$ cat src/rtl/delay_pkg.sv
// Shared constants and FSM state type for the programmable delay line.
package delay_pkg;
  localparam int unsigned DELAY_WIDTH = 8;
  localparam int unsigned DELAY_DEPTH = 16;
  localparam int unsigned DLY_W       = 4;

  typedef enum logic {
    FILL = 1'b0,
    RUN  = 1'b1
  } delay_state_t;
endpackage

$ cat src/rtl/delay_prog_mem.sv
// Ring-buffer storage: one synchronous write port, one asynchronous read port, no reset.
module delay_prog_mem #(
  parameter int unsigned WIDTH = 8,
  parameter int unsigned DEPTH = 16,
  parameter int unsigned AW    = 4
) (
  input  logic             clk,
  input  logic             we,
  input  logic [AW-1:0]    waddr,
  input  logic [WIDTH-1:0] wdata,
  input  logic [AW-1:0]    raddr,
  output logic [WIDTH-1:0] rdata
);
  logic [WIDTH-1:0] mem [DEPTH];

  always_ff @(posedge clk) begin
    if (we) mem[waddr] <= wdata;
  end

  assign rdata = mem[raddr];
endmodule

$ cat src/rtl/delay_prog_8.sv
// Programmable sample delay line (1..DEPTH-1 enabled edges) with fill gating.
// Macro DELAY_PROG_PRESET_EN makes the reset/fill value of q all ones instead of all zeros.
module delay_prog_8
  import delay_pkg::*;
#(
  parameter int unsigned WIDTH = DELAY_WIDTH,
  parameter int unsigned DEPTH = DELAY_DEPTH
) (
  input  logic                     clk,
  input  logic                     reset,
  input  logic [WIDTH-1:0]         signal,
  input  logic                     en,
  input  logic [$clog2(DEPTH)-1:0] dly,
  output logic [WIDTH-1:0]         q,
  output logic                     q_valid
);
  localparam int unsigned AW = (DEPTH == DELAY_DEPTH) ? DLY_W : $clog2(DEPTH);
  localparam logic [AW-1:0] FILL_MAX = AW'(DEPTH - 1);

`ifdef DELAY_PROG_PRESET_EN
  localparam logic [WIDTH-1:0] GATE = '1;
`else
  localparam logic [WIDTH-1:0] GATE = '0;
`endif

  logic [AW-1:0]    wr_ptr;
  logic [AW-1:0]    fill_cnt;
  logic [AW-1:0]    dly_q;
  delay_state_t     state;

  logic [AW-1:0]    n_eff;
  logic [AW-1:0]    rd_addr;
  logic [WIDTH-1:0] rd_data;
  logic [WIDTH-1:0] delayed;
  logic [AW:0]      fill_inc;
  logic             reach;

  // N=1 must behave as a plain flop, so the current input bypasses the buffer.
  always_comb begin
    n_eff    = (dly_q == '0) ? AW'(1) : dly_q;
    rd_addr  = wr_ptr - (n_eff - AW'(1));
    delayed  = (n_eff == AW'(1)) ? signal : rd_data;
    fill_inc = {1'b0, fill_cnt} + (AW+1)'(1);
    reach    = (fill_inc >= {1'b0, n_eff});
  end

  delay_prog_mem #(
    .WIDTH (WIDTH),
    .DEPTH (DEPTH),
    .AW    (AW)
  ) u_mem (
    .clk   (clk),
    .we    (en),
    .waddr (wr_ptr),
    .wdata (signal),
    .raddr (rd_addr),
    .rdata (rd_data)
  );

  always_ff @(posedge clk) begin
    if (reset) begin
      wr_ptr   <= '0;
      fill_cnt <= '0;
      dly_q    <= dly;
      state    <= FILL;
      q        <= GATE;
      q_valid  <= 1'b0;
    end else begin
      if (en) wr_ptr <= wr_ptr + AW'(1);
      // A delay change restarts output gating only; buffer history is kept.
      if (dly != dly_q) begin
        dly_q    <= dly;
        fill_cnt <= en ? AW'(1) : '0;
        state    <= FILL;
        q        <= GATE;
        q_valid  <= 1'b0;
      end else if (en) begin
        case (state)
          FILL: begin
            if (reach) begin
              state   <= RUN;
              q       <= delayed;
              q_valid <= 1'b1;
            end else if (fill_cnt != FILL_MAX) begin
              fill_cnt <= fill_cnt + AW'(1);
            end
          end
          RUN: begin
            q       <= delayed;
            q_valid <= 1'b1;
          end
          default: state <= FILL;
        endcase
      end
    end
  end
endmodule

$ cat config.mk
export PLATFORM = sky130hd
export DESIGN_NAME = delay_prog_8
export DESIGN_NICKNAME = d
export VERILOG_FILES = /design/src/rtl/delay_pkg.sv /design/src/rtl/delay_prog_mem.sv /design/src/rtl/delay_prog_8.sv
export SDC_FILE = /design/constraint.sdc
export NUM_CORES = 1
export LEC_CHECK = 0
export CAP_MARGIN = 20
export CORE_UTILIZATION = 51
export CTS_BUF_LIST = sky130_fd_sc_hd__clkbuf_4 sky130_fd_sc_hd__clkbuf_8
export DETAILED_ROUTE_END_ITERATION = 7
export PLACE_DENSITY = 0.79
export REMOVE_ABC_BUFFERS = 1
export SYNTH_ARGS = -nofsm -noshare
export SYNTH_HDL_FRONTEND = slang
export SYNTH_HIERARCHICAL = 1
export SYNTH_SLANG_ARGS = --single-unit
$ cat constraint.sdc
create_clock -name clk -period 8 [get_ports clk]
set_clock_uncertainty 0.15 [all_clocks]
set_input_delay 1.2 -clock clk [delete_from_list [all_inputs] [get_ports clk]]
set_output_delay 1.2 -clock clk [all_outputs]
set_load 0.05 [all_outputs]
Word-level counts from Yosys, hierarchy flattened
Memories as Yosys holds them, arrays and structs flattened. Index checks and enable logic that the tools add are counted.

Bits of input ports: 15. Logic and storage cells: 45. Flip-flop bits (word level): 22. Memories: 1. Bits in writable memories: 128. Output and inout port bits: 9.

Memories: u_mem.mem (depth 16, bits a word 8, read ports 1, clocked after Yosys merged registers in 0, write ports 1, RTL line delay_prog_mem.sv:14) `logic [WIDTH-1:0] mem [DEPTH];`.

Bitwise logic cells: 1. Order comparisons: 1. Equal/unequal tests: 6. $add $sub $neg: 5. Multiplexer cells: 18. Reductions and logical operators: 7.

Operator list (number): two-way mux 4 bit (8); two-way mux 8 bit (2); one-hot mux 8 bit (2 select lines) (1); adder 4 x 1 -> 4 bit, second input constant (2); two-way mux 1 bit (6); nonzero test 2 bit (3); adder 4 x 1 -> 5 bit, second input constant (1); >= comparator 5 x 4 -> 1 bit (1); == test 4 x 1 -> 1 bit, second input constant (1); logical NOT 4 bit (1); != test 2 x 1 -> 1 bit, second input constant (2); != test 4 bit (1); != test 4 bit, second input constant (1); AND reduction 4 bit (1); subtractor 4 x 1 -> 4 bit, second input constant (1); subtractor 4 bit (1); != test 2 bit, second input constant (1); one-hot mux 1 bit (2 select lines) (1); AND reduction 2 bit (1); OR reduction 2 bit (1); inverter 1 bit (1).

Depth between registers and ports, before layout
An unclocked memory read counts as a cell.

Word-level depth: 8. Mapped depth: 16. Mapped depth without buffers: 14.

Cells and area by module
The synthesis kept the hierarchy.

Modules (own cells, without submodules): delay_prog_mem (seq. area each 3843.7 um2, times used 1, area each 4987.3 um2, cells an instance 221); delay_prog_8 (seq. area each 480.5 um2, times used 1, area each 1244.9 um2, cells an instance 121).

Worst setup path after synthesis
No wires, ideal clock.

Path type: register to register. Start: register dly_q[3]. End: register q[3]. Path buffers: 2. Path slack: 4648 ps. Clock period less this slack: 3352 ps. Library setup time: 123 ps. Stages on the path, launching flop included: 17. Required time: 7727 ps. Arrival: 3079 ps. Path through: edfxtp_1 > nor3_1 > buf_1 > or2_2 > inv_1 > ha_1 > ha_1 > inv_1 > fa_1 > xor2_1 > xnor2_1 > and2b_1 > clkdlybuf4s25_2 > a22oi_1 > nand2_1 > mux2i_1 > a211oi_2.

Longest elaborated chain between the ends: 8. Elaborated cells on any way between the ends: 14. Those cells by class: add/sub (2); order compare (1); eq/ne (3); mux (4); reduce/logical (3); memory (1).

Ends and longest elaborated chain: start, declared (RTL line delay_prog_8.sv:28) `logic [AW-1:0] dly_q;`; start signal, assigned (RTL line delay_prog_8.sv:64) `dly_q <= dly;`; start signal, assigned (RTL line delay_prog_8.sv:72) `dly_q <= dly;`; logical NOT 4 bit (RTL line delay_prog_8.sv:40) `n_eff = (dly_q == '0) ? AW'(1) : dly_q;`; two-way mux 4 bit (*) (RTL line delay_prog_8.sv:40); subtractor 4 x 1 -> 4 bit (*) (RTL line delay_prog_8.sv:41) `rd_addr = wr_ptr - (n_eff - AW'(1));`; subtractor 4 bit (*) (RTL line delay_prog_8.sv:41); via rd_addr[3] (RTL line delay_prog_8.sv:32) `logic [AW-1:0] rd_addr;`; memory (16 x 8 bit) (*); via rd_data[3] (RTL line delay_prog_8.sv:33) `logic [WIDTH-1:0] rd_data;`; two-way mux 8 bit (*) (RTL line delay_prog_8.sv:42) `delayed = (n_eff == AW'(1)) ? signal : rd_data;`; two-way mux 8 bit (RTL line delay_prog_8.sv:80) `if (reach) begin`; one-hot mux 8 bit (2 select lines) (*) (RTL line delay_prog_8.sv:78) `case (state)`; end signal, assigned (RTL line delay_prog_8.sv:82) `q <= delayed;`; end signal, assigned (RTL line delay_prog_8.sv:89) `q <= delayed;`; end, declared (RTL line delay_prog_8.sv:14) `output logic [WIDTH-1:0] q,`.

The timed path passes the listed nets; every way through them passes the cells marked *. The select of a mux whose other input is x is not followed. A chain may end at the register's enable or synchronous reset.

Final worst setup path
Start: register dly_q[3]. End: register q[7].

Same word-level chain as after synthesis.

==> results.md <==
* Outcome: finished, final reports clean
* Wire per inst at 21.46 um
* Final wirelength at 11500 um
* Setup violators final at 0
* Critical path capture point type: flop
* Vias in the first global route at 3310
* Fin crit share at 47.15%
* Async set-or-reset flop fraction in the synthesized netlist at 0%
* Slew Limit Fails at 0
* YS warnings at 6
* Worst vdd ir at 142.0 uV
* Largest net degree at the start of global routing at 33
* Initial Util at 52.10%
* Layout area overhead at 11.52%
* Ant diodes at 0
* Synth cell types at 40
* Sequential share of the synthesized area at 69.38%
* Die X at 112.5 um
* Antenna violation net count after detailed routing at 0
* Via density at 5.942
* GRT Overall Usage at 19.98%
* Ports at 24
* Worst min-delay path class: flop to flop
* Initial antenna violation count at 0
* Main synth FF type: edfxtp_1
* Critical path class: flop to flop
* Post-Syn Area per Cell at 18.22 sq um
* Fillers at 875
* Clock Path Buffers at 2
* Final hold slack at 320.7 ps
* Worst-Margin Slew at 1030 ps
* Max-cap violation count at 0
* Sum Neg Setup Slack at 0 ps
* Setup bufs post-CTS at 0
* DRC viols at 0
* Worst EP required at 8180 ps
* #FFs+latches synth at 150
* Mapped Cells at 342
* Clock Latency Late Sink at 430 ps
* Final min period at 3772 ps
* Sink Count at 150
* Leakage at 2.296 nW
* Drt initial violations at 286
* Global route overflow at 0
* DP HPWL at 7201 um
* Synth Cell Area at 6232 sq um
* Final hold vios at 0
* Chip Height at 112.5 um
* Startpoint types: flop
* Post-CTS Hold Buffers at 0
* Die ar. at 12670 sq um
* Unrepaired setup endpoints after global routing: false
* Clock transition at path regs at 70 ps
* IO Port Bufs at 23
* Final Util at 58.11%
* Power Density at 230.7 nW/um^2
* Peak fanout along the critical path at 9
* First-pass GRT wire length at 18310 um
* Max Clock Freq at 0.2651 GHz
* Post-CTS Resized at 0
* CTS H-tree lvls at 4
* WP data arrival at 3950 ps
* Via count at 3185
* DR pass1 iterations at 4
* Num CTS Buffers at 17
* Core region area at 11960 sq um
* Layout cells sized above 1 at 16.71%
* Worst slew margin at 31.09%
* Row cnt at 40
* Clock root buffer: clkbuf_8
* CTS tree: yes
* Final nets at 402
* Placer Congestion at 0.7782
* Post-synth EDFFs at 132
-- cell families after synthesis --
kind of cell,count (synthesis),synth area share (%)
XOR/XNOR,15,2.108
AND/OR/NAND/NOR,65,5.039
flip-flops,150,69.38
multiplexers,42,14.01
adder cells (fa/ha/maj),11,2.329
buffers and inverters,26,2.509
AO/OA/AOI/OAI,33,4.618
-- cell usage in the layout (no fill, tap or decap), drive strengths merged, types with 2 or more instances in the layout --
cell type      count
or2                2
nor3               6
inv               13
xnor2              7
clkinvlp           2
nand2b             4
nor2              32
a22oi             16
nand3              2
nand2             10
xor2               8
and2               2
mux2i             10
buf                7
clkdlybuf4s50     23
clkbuf            19
dfxtp             18
ha                10
clkinv             8
a21oi              2
mux4              32
a211oi            11
edfxtp           132
nand3b             2
-- stage by stage --
step	setup WS, ps	area, sq um	power [mW]	std cells
final	4228	6950	1.604	536
after global routing	3866	6950	1.671	536
after CTS	4239	6925	1.612	534
after detailed placement	4139	6571	1.098	502
after global placement	4100	6571	1.093	502
after floorplan	3727	6117	1.034	327
-- power by group --
part	switching [mW]	total (mW)	internal (mW)
combinational	0.115	0.215	0.100
clock	0.269	0.519	0.249
sequential	0.00746	0.869	0.862
-- layer usage --
layer	wire length, um	GRT usage, %	vias up
li1	-	-	1435
met1	4804	26.11	1617
met2	5565	31.85	109
met3	842	5.238	24
met4	291	8.711	0
met5	0	0	-
-- critical path, stage by stage, from the launching register on --
cell and delay (ps):
edfxtp_1 430, nor3_1 80, buf_4 200, or2_2 300
inv_1 60, ha_2 150, ha_1 140, inv_1 50
fa_1 370, xor2_1 160, xnor2_1 270, nor2b_1 610
a22oi_1 270, nand2_1 110, mux2i_1 80, a211oi_1 250
-- final timing paths --
check	from	end	depth (start not counted)	slack (ps)
worst max-delay path	dly_q[3]	q[7]	15	4230
worst min-delay path	q_valid	q_valid	2	320
worst max register to register	dly_q[3]	q[7]	15	4230
worst min register to register	q_valid	q_valid	2	320
-- flip-flops by register name, indices dropped and copies added (netlist names) --
| signal | flops |
|---|---|
| q | 8 |
| u_mem/mem | 128 |
| q_valid | 1 |
| dly_q | 4 |
| wr_ptr | 4 |
| state | 1 |
| fill_cnt | 4 |
-- synthesized netlist by cell type, drive strengths merged (2+ instances only) --
| library cell | count | area share [%] |
|---|---|---|
| nand2b | 4 | 0.52 |
| a22oi | 16 | 1.9 |
| buf | 11 | 1.3 |
| or2 | 2 | 0.24 |
| nand3 | 2 | 0.16 |
| dfxtp | 18 | 5.8 |
| xnor2 | 7 | 0.98 |
| a211oi | 11 | 1.6 |
| nor2 | 32 | 1.9 |
| ha | 10 | 2.0 |
| xor2 | 8 | 1.1 |
| inv | 11 | 0.66 |
| nand2 | 10 | 0.60 |
| mux2i | 10 | 1.6 |
| a21oi | 2 | 0.34 |
| nor3 | 6 | 0.48 |
| nand3b | 2 | 0.24 |
| edfxtp | 132 | 64 |
| and2 | 2 | 0.20 |
| mux4 | 32 | 12 |
| clkdlybuf4s25 | 3 | 0.48 |
-- area by class of cell --
class / instances / area (sq um) / area share (%)
Sequential cell: 150 / 4324 / 62.21
Timing Repair Buffer: 30 / 292.8 / 4.212
Clock inverter: 13 / 105.1 / 1.512
Inverter: 11 / 41.29 / 0.5941
Tap cell: 147 / 183.9 / 2.646
Multi-Input combinational cell: 166 / 1754 / 25.24
Clock buffer: 19 / 249.0 / 3.582
(Power assumes the default switching activity.)
